File: config.mk
export PLATFORM = sky130hd
export DESIGN_NAME = tl_monitor
export DESIGN_NICKNAME = d
export VERILOG_FILES = /design/src/rtl/tl_monitor_pkg.sv /design/src/rtl/tl_dwell_cnt.sv /design/src/rtl/tl_monitor.sv
export SDC_FILE = /design/constraint.sdc
export NUM_CORES = 1
export LEC_CHECK = 0
export BUFFER_PORTS_ARGS = -buffer_cell sky130_fd_sc_hd__buf_2
export CORE_ASPECT_RATIO = 1.2
export CORE_MARGIN = 5
export CORE_UTILIZATION = 40
export DETAILED_ROUTE_END_ITERATION = 6
export PLACE_DENSITY = 0.63
export SETUP_SLACK_MARGIN = 0.4
export SYNTH_ARGS = -nofsm -noshare
export SYNTH_HDL_FRONTEND = slang
export SYNTH_SLANG_ARGS = --single-unit
File: constraint.sdc
create_clock -name clk -period 4.1 [get_ports clk]
set_input_delay 0.82 -clock clk [delete_from_list [all_inputs] [get_ports clk]]
set_output_delay 0.82 -clock clk [all_outputs]
set_load 0.01 [all_outputs]
File: src/rtl/tl_monitor_pkg.sv
// Shared encodings for the traffic-light monitor: phase codes, fault codes,
// lamp patterns, FSM states and dwell-counter commands.
package tl_monitor_pkg;

    localparam logic [1:0] PH_R    = 2'b00;
    localparam logic [1:0] PH_Y    = 2'b01;
    localparam logic [1:0] PH_G    = 2'b10;
    localparam logic [1:0] PH_NONE = 2'b11;

    localparam logic [2:0] FC_NONE       = 3'd0;
    localparam logic [2:0] FC_NOT_ONEHOT = 3'd1;
    localparam logic [2:0] FC_BAD_ORDER  = 3'd2;
    localparam logic [2:0] FC_SHORT      = 3'd3;
    localparam logic [2:0] FC_LONG       = 3'd4;

    // Lamp vectors are packed as {red, yellow, green}.
    localparam logic [2:0] LAMP_OFF = 3'b000;
    localparam logic [2:0] LAMP_R   = 3'b100;
    localparam logic [2:0] LAMP_Y   = 3'b010;
    localparam logic [2:0] LAMP_G   = 3'b001;

    typedef enum logic [2:0] {
        ST_IDLE,
        ST_RED,
        ST_YEL,
        ST_GRN,
        ST_FLT
    } state_e;

    typedef enum logic [1:0] {
        DW_HOLD,
        DW_LOAD1,
        DW_INC,
        DW_CLR
    } dwell_cmd_e;

    function automatic logic is_onehot3(input logic [2:0] v);
        return (v == LAMP_R) || (v == LAMP_Y) || (v == LAMP_G);
    endfunction

    function automatic state_e lamp_to_state(input logic [2:0] v);
        state_e s;
        case (v)
            LAMP_R:  s = ST_RED;
            LAMP_Y:  s = ST_YEL;
            LAMP_G:  s = ST_GRN;
            default: s = ST_IDLE;
        endcase
        return s;
    endfunction

    function automatic logic [2:0] state_to_lamp(input state_e s);
        logic [2:0] v;
        case (s)
            ST_RED:  v = LAMP_R;
            ST_YEL:  v = LAMP_Y;
            ST_GRN:  v = LAMP_G;
            default: v = LAMP_OFF;
        endcase
        return v;
    endfunction

    function automatic state_e next_legal(input state_e s);
        state_e n;
        case (s)
            ST_RED:  n = ST_YEL;
            ST_YEL:  n = ST_GRN;
            ST_GRN:  n = ST_RED;
            default: n = ST_IDLE;
        endcase
        return n;
    endfunction

endpackage

File: src/rtl/tl_dwell_cnt.sv
// Saturating dwell counter: load-1, increment up to sat_lim, hold, or clear.
module tl_dwell_cnt
    import tl_monitor_pkg::*;
#(
    parameter int CNT_W = 8
) (
    input  logic             clk,
    input  logic             rst_n,
    input  dwell_cmd_e       cmd,
    input  logic [CNT_W-1:0] sat_lim,
    output logic [CNT_W-1:0] cnt
);

    localparam logic [CNT_W-1:0] ONE = CNT_W'(1);

    logic [CNT_W-1:0] cnt_q;
    logic [CNT_W-1:0] cnt_d;

    always_comb begin
        cnt_d = cnt_q;
        unique case (cmd)
            DW_LOAD1: cnt_d = ONE;
            DW_INC: begin
                if (cnt_q < sat_lim) begin
                    cnt_d = cnt_q + ONE;
                end
            end
            DW_CLR:   cnt_d = '0;
            default:  cnt_d = cnt_q;
        endcase
    end

    always_ff @(posedge clk) begin
        if (!rst_n) begin
            cnt_q <= '0;
        end else begin
            cnt_q <= cnt_d;
        end
    end

    assign cnt = cnt_q;

endmodule

File: src/rtl/tl_monitor.sv
// Traffic-light sequence monitor: checks lamp one-hotness, R->Y->G->R order
// and per-phase dwell limits, latching the first fault until cleared.
module tl_monitor
    import tl_monitor_pkg::*;
#(
    parameter int RG_MIN = 2,
    parameter int RG_MAX = 4,
    parameter int Y_MIN  = 1,
    parameter int Y_MAX  = 2,
    parameter int CNT_W  = 8
) (
    input  logic             clk,
    input  logic             rst_n,
    input  logic             red,
    input  logic             yellow,
    input  logic             green,
    input  logic             clr_fault,
    output logic [1:0]       phase,
    output logic [CNT_W-1:0] dwell,
    output logic             cycle_ok,
    output logic             fault,
    output logic [2:0]       fault_code
);

    localparam logic [CNT_W-1:0] RG_MIN_C = CNT_W'(RG_MIN);
    localparam logic [CNT_W-1:0] RG_MAX_C = CNT_W'(RG_MAX);
    localparam logic [CNT_W-1:0] Y_MIN_C  = CNT_W'(Y_MIN);
    localparam logic [CNT_W-1:0] Y_MAX_C  = CNT_W'(Y_MAX);
    localparam logic [CNT_W-1:0] ONE      = CNT_W'(1);

    logic [2:0]       lamp_q;
    logic [2:0]       lamp_d;
    state_e           state_q;
    state_e           state_d;
    logic [2:0]       fault_code_q;
    logic [2:0]       fault_code_d;
    logic             cycle_ok_q;
    logic             cycle_ok_d;

    logic [CNT_W-1:0] dwell_cnt;
    logic [CNT_W-1:0] cur_min;
    logic [CNT_W-1:0] cur_max;
    logic [CNT_W-1:0] sat_lim;
    dwell_cmd_e       dwell_cmd;
    logic [2:0]       det_code;
    logic             lamp_onehot;
    state_e           lamp_state;

    always_comb begin
        lamp_d = {red, yellow, green};
    end

    always_comb begin
        lamp_onehot = is_onehot3(lamp_q);
        lamp_state  = lamp_to_state(lamp_q);
    end

    // Limits follow the phase currently being timed; yellow has its own window.
    always_comb begin
        if (state_q == ST_YEL) begin
            cur_min = Y_MIN_C;
            cur_max = Y_MAX_C;
        end else begin
            cur_min = RG_MIN_C;
            cur_max = RG_MAX_C;
        end
        sat_lim = cur_max + ONE;
    end

    always_comb begin
        state_d      = state_q;
        fault_code_d = fault_code_q;
        cycle_ok_d   = 1'b0;
        dwell_cmd    = DW_HOLD;
        det_code     = FC_NONE;

        unique case (state_q)
            ST_IDLE: begin
                if (lamp_q != LAMP_OFF) begin
                    if (lamp_onehot) begin
                        state_d   = lamp_state;
                        dwell_cmd = DW_LOAD1;
                    end else begin
                        det_code = FC_NOT_ONEHOT;
                    end
                end
            end

            ST_RED, ST_YEL, ST_GRN: begin
                // Branch order encodes fault priority.
                if (!lamp_onehot) begin
                    det_code = FC_NOT_ONEHOT;
                end else if (lamp_q == state_to_lamp(state_q)) begin
                    dwell_cmd = DW_INC;
                    if (dwell_cnt >= cur_max) begin
                        det_code = FC_LONG;
                    end
                end else if (lamp_state != next_legal(state_q)) begin
                    det_code = FC_BAD_ORDER;
                end else if (dwell_cnt < cur_min) begin
                    det_code = FC_SHORT;
                end else begin
                    state_d    = lamp_state;
                    dwell_cmd  = DW_LOAD1;
                    cycle_ok_d = (state_q == ST_GRN);
                end
            end

            ST_FLT: begin
                if (clr_fault) begin
                    state_d      = ST_IDLE;
                    fault_code_d = FC_NONE;
                    dwell_cmd    = DW_CLR;
                end
            end

            default: begin
                state_d   = ST_IDLE;
                dwell_cmd = DW_CLR;
            end
        endcase

        // A clear arriving with a fresh fault suppresses it entirely.
        if (det_code != FC_NONE) begin
            if (clr_fault) begin
                state_d      = ST_IDLE;
                fault_code_d = FC_NONE;
                dwell_cmd    = DW_CLR;
            end else begin
                state_d      = ST_FLT;
                fault_code_d = det_code;
            end
        end
    end

    always_ff @(posedge clk) begin
        if (!rst_n) begin
            lamp_q       <= LAMP_OFF;
            state_q      <= ST_IDLE;
            fault_code_q <= FC_NONE;
            cycle_ok_q   <= 1'b0;
        end else begin
            lamp_q       <= lamp_d;
            state_q      <= state_d;
            fault_code_q <= fault_code_d;
            cycle_ok_q   <= cycle_ok_d;
        end
    end

    tl_dwell_cnt #(
        .CNT_W (CNT_W)
    ) u_dwell_cnt (
        .clk     (clk),
        .rst_n   (rst_n),
        .cmd     (dwell_cmd),
        .sat_lim (sat_lim),
        .cnt     (dwell_cnt)
    );

    always_comb begin
        unique case (state_q)
            ST_RED:  phase = PH_R;
            ST_YEL:  phase = PH_Y;
            ST_GRN:  phase = PH_G;
            default: phase = PH_NONE;
        endcase
    end

    assign dwell      = dwell_cnt;
    assign cycle_ok   = cycle_ok_q;
    assign fault      = (state_q == ST_FLT);
    assign fault_code = fault_code_q;

endmodule

; Yosys cells after proc, flatten, opt, wreduce, memory -nomap -nowiden
; Cells that the tools add are included.
[op_classes]
muxes = 44
n_eq_ne = 20
addsub = 2
n_bitwise = 3
n_reduce_logical = 13
order_cmp = 3
[op_table]
columns = op, count
row1 = $mux 3, 21
row2 = $pmux 2 s3, 4
row3 = $pmux 8 s3, 1
row4 = $ne 3x3->1 const B, 6
row5 = $pmux 3 s3, 2
row6 = $add 8x1->8 const B, 2
row7 = $lt 8x8->1, 2
row8 = $mux 2, 8
row9 = $eq 3x2->1 const B, 3
row10 = $reduce_bool 3->1, 3
row11 = $ge 8x8->1, 1
row12 = $mux 8, 1
row13 = $reduce_and 7->1, 1
row14 = $eq 3x1->1 const B, 2
row15 = $eq 3x3->1 const B, 2
row16 = $mux 1, 6
row17 = $pmux 3 s2, 1
row18 = $reduce_or 6->1, 1
row19 = $eq 2x2->1 const B, 2
row20 = $reduce_and 2->1, 2
row21 = $reduce_bool 2->1, 2
row22 = $eq 3x3->1, 1
row23 = $logic_not 3->1, 1
row24 = $ne 3x2->1 const B, 1
row25 = 6 further kinds, 9
[word_totals]
elab_cells = 90
out_inout_bits = 15
inputBits = 6
ff_bits = 18

; Logic depth before layout (Yosys ltp)
[depth]
word_depth = 19
ltp_mapped = 11
mapped_depth_nobuf = 9

; Modules after synthesis
; Synthesis repeated with hierarchy kept, for this count alone.
[hier_totals]
cells_unflattened = 180
hier_area_um2 = 1500.2
[by_module_without_submodules]
columns = module, area_each_um2, n_inst, seq_area_each_um2, cells_per_inst
row1 = tl_monitor, 882.1, 1, 200.2, 104
row2 = tl_dwell_cnt, 618.1, 1, 160.2, 76

; Worst setup path after synthesis
; Ideal clock, no wire load.
[synth_path]
kind = reg-to-reg
from = register state_q[0]
to = register state_q[0]
arrival_ps = 2457
synth_period_minus_slack_ps = 2536
setup_slack_ps = 1564
path_stages_with_launch = 11
path_buffers = 2
required_time_ps = 4021
setup_ps = 79
cell_sequence = dfxtp_1 buf_6 buf_6 nor3b_2 inv_1 ha_1 o2111ai_1 nor2_1 o31a_1 or4_1 a211oi_2
[synth_between]
elab_chain_cells = 13
elab_cells_between_ends = 36
cone_classes = order compare (2) / eq/ne (13) / mux (17) / reduce/logical (4)
[synth_rtl]
columns = item, line_no
row1 = start: declaration, tl_monitor.sv:33  ; state_e state_q;
row2 = start signal: assignment, tl_monitor.sv:144  ; state_q <= state_d;
row3 = "parallel branches: the longest is 13 deep, another holds $lt 8x8->1", --
; Several ways; the timed one is not identified. The select of a mux whose other input is x is not followed.
; A chain may end at the register's enable or synchronous reset.

; Final worst setup path
[layout_path]
from = register state_q[1]
to = register state_q[0]
; Same word-level chain as after synthesis.

==> results.json <==
{
  "totalWireLength_mm": 2.755,
  "avgSynthCellArea_um2": 8.887,
  "synth-async-reset-ratio_pct": 0,
  "clock.fmax_mhz": 329.5,
  "endpoint_kind": "flip-flop",
  "timing.final.crit_share_pct": 74.03,
  "drt_iter0_markers": 50,
  "cpLargestDelayFamily": "simple AND/OR/NAND/NOR gates",
  "grt_pass1_wl_mm": 4.774,
  "cts_sinks": 18,
  "ys_dominant_reg_cell": "dfxtp_1",
  "cp_max_fo": 17,
  "report.final.slew_viol_count": 0,
  "dr.pass1.iters": 4,
  "cpMaxStageDelayCell": "dfxtp_1",
  "insertion_delay_ns": 0.28,
  "row_count": 21,
  "cts-buffers-inserted": 3,
  "tns_ns": 0,
  "grt_usage_pct": 14.11,
  "gp_congestion": 0.8018,
  "postCtsSetupRepairBufs": 0,
  "root_buffer": "clkbuf_4",
  "die_w_um": 60.18,
  "crit_required_ns": 4.31,
  "vdd_drop_max_mv": 0.2410,
  "setup_viol": 0,
  "cp_num_buf_inv": 1,
  "cellPowerDensity_mw_per_mm2": 308.7,
  "insertedDiodeCount": 0,
  "cts_hold_buf": 0,
  "drv_cap": 0,
  "final_common_cell": "buf_2",
  "initial_core_util_pct": 42.59,
  "grt_max_degree": 21,
  "period_needed_ns": 3.035,
  "grt_pass1_vias": 1079,
  "critical_path_arrival_ns": 3.25,
  "yosys_warnings": 0,
  "postRouteAntennaNets": 0,
  "coreArea_mm2": 0.002838,
  "relSlewSlack_pct": 59.08,
  "ctsResizeCount": 0,
  "cts_max_path_buffers": 2,
  "hold_ws_ns": 0.4718,
  "final_core_util_pct": 46.30,
  "ys_ff_latch": 18,
  "clk_pin_slew_ns": 0.10,
  "synth_nets": 144,
  "vias_per_cell": 5.914,
  "seq_area_frac_synth_pct": 29.81,
  "worst-setup-path-type": "flip-flop to flip-flop",
  "finalHoldViolCount": 0,
  "drive_gt1_share_pct": 21.85,
  "die_h_um": 70.22,
  "worstPathCellList": "nor3b_2 > inv_1 > ha_1 > o2111ai_1 > nor2_1 > o31a_1 > or4_1 > a211oi_2",
  "fin_nets": 161,
  "drcViolationCount": 0,
  "yosysUniqueCellTypes": 52,
  "mostFrequentLayoutCells": "buf_2, dfxtp_1, nor3_1",
  "port_buffers": 20,
  "startpoint_type": "flip-flop",
  "dieArea_mm2": 0.004226,
  "cts_tree": "built",
  "antenna_found_initial": 0,
  "rsz0062_at_grt": "no",
  "p_leak_uw": 0.0005571,
  "outcome": "finished clean",
  "vias": 1094,
  "wl_per_cell_um": 14.89,
  "fin_skew_ns": 0.001853,
  "hp-class": "flip-flop to flip-flop",
  "dpl.hpwl_mm": 2.086,
  "tightest_slew_ns": 0.6130,
  "syn-cell-area_mm2": 0.001209,
  "synth_edf_count": 0,
  "overflow": 0,
  "ios": 21,
  "critical_path.max_stage_delay_ns": 0.70,
  "area_delta_synth_final_pct": 8.696,
  "synthCells": 136,
  "htree_levels": 1
}
[path summary, 6_finish.rpt]
path	from	to	slack, ns	cells past startpoint
setup / recovery	state_q[1]	state_q[0]	1.06	8
hold / removal	fault_code[2]	fault_code[2]	0.47	2
setup reg to reg	state_q[1]	state_q[0]	1.06	8
hold reg to reg	fault_code[2]	fault_code[2]	0.47	2
[kinds of logic after synthesis]
kind of cell	share of synthesized area (%)
flops	29.81
mux	2.485
simple gates	38.72
xor+xnor	3.520
fa+ha+maj	3.726
compound gates	15.53
buf+inv	6.210
[report_power, final]
| part | switching, uW | internal [uW] | leakage [uW] |
|---|---|---|---|
| Combinational | 60.7 | 51.4 | 0.000397 |
| Sequential | 24.7 | 184 | 0.000146 |
| Clock | 51.1 | 34.1 | 0.0000138 |
[per-stage QoR]
| step | cell area (um^2) | setup WS [ns] | power [uW] | instances |
|---|---|---|---|---|
| after floorplan | 1209 | 1.564 | 298.5 | 136 |
| after CTS | 1314 | 1.088 | 407.2 | 185 |
| after global placement | 1291 | 1.284 | 320.0 | 182 |
| final | 1314 | 1.065 | 405.5 | 185 |
| after global routing | 1314 | 0.7965 | 430.0 | 185 |
| after detailed placement | 1291 | 1.104 | 324.5 | 182 |
[cell type report]
class                           instances  area [um^2]
Timing Repair Buffer                   20        100.1
Sequential cell                        18        360.3
Fill cell                             293         1524
Inverter                                4        15.01
Clock buffer                            3        22.52
Tap cell                               34        42.54
Multi-Input combinational cell        106        773.2
[metal layers]
| metal | track usage [%] | routed length (um) | share of wire [%] | vias to the layer above |
|---|---|---|---|---|
| met5 | 0 | 0 | 0 | - |
| met4 | 6.158 | 53 | 1.9 | 0 |
| met3 | 1.473 | 111 | 4.0 | 6 |
| met2 | 22.24 | 1364 | 50 | 26 |
| met1 | 18.97 | 1227 | 45 | 518 |
| li1 | - | - | - | 544 |
[sequential cells by signal, indices dropped and copies added (netlist names)]
| name | flops |
|---|---|
| u_dwell_cnt.cnt | 8 |
| fault_code | 3 |
| lamp_q | 3 |
| state_q | 3 |
| cycle_ok | 1 |
[cells in the mapped netlist, types with 2 or more instances]
library cell  instances  area [um^2]
mux2i_1               3        30.03
nor3_1               12        60.06
or4_1                 3        22.52
buf_2                 3        15.01
nor4_1                2        12.51
o21ai_0               6        30.03
xnor2_1               2        17.52
a21oi_1               4        20.02
inv_1                 4        15.01
and4_1                2        17.52
nand4_1               3        18.77
and2_1                5        31.28
nor2_1                5        18.77
maj3_1                2        20.02
nand2_1               7        26.28
nor4bb_1              3        30.03
buf_6                 3        33.78
and3b_1               3        26.28
a211oi_2              2        25.02
nor3b_1               6        45.04
o21a_1                2        15.01
ha_1                  2        25.02
nor4b_1               3        26.28
dfxtp_1              18        360.4
or3_1                 2        12.51
and4bb_2              2        25.02
a211oi_1              2        15.01
[worst register-to-register path: stages (launching register included)]
cell and delay, ns:
dfxtp_1 0.70, nor3b_2 0.38, inv_1 0.08, ha_1 0.30, o2111ai_1 0.35, nor2_1 0.10, o31a_1 0.34, or4_1 0.51
a211oi_2 0.22
Note: power is estimated with default switching activity, not from simulation.
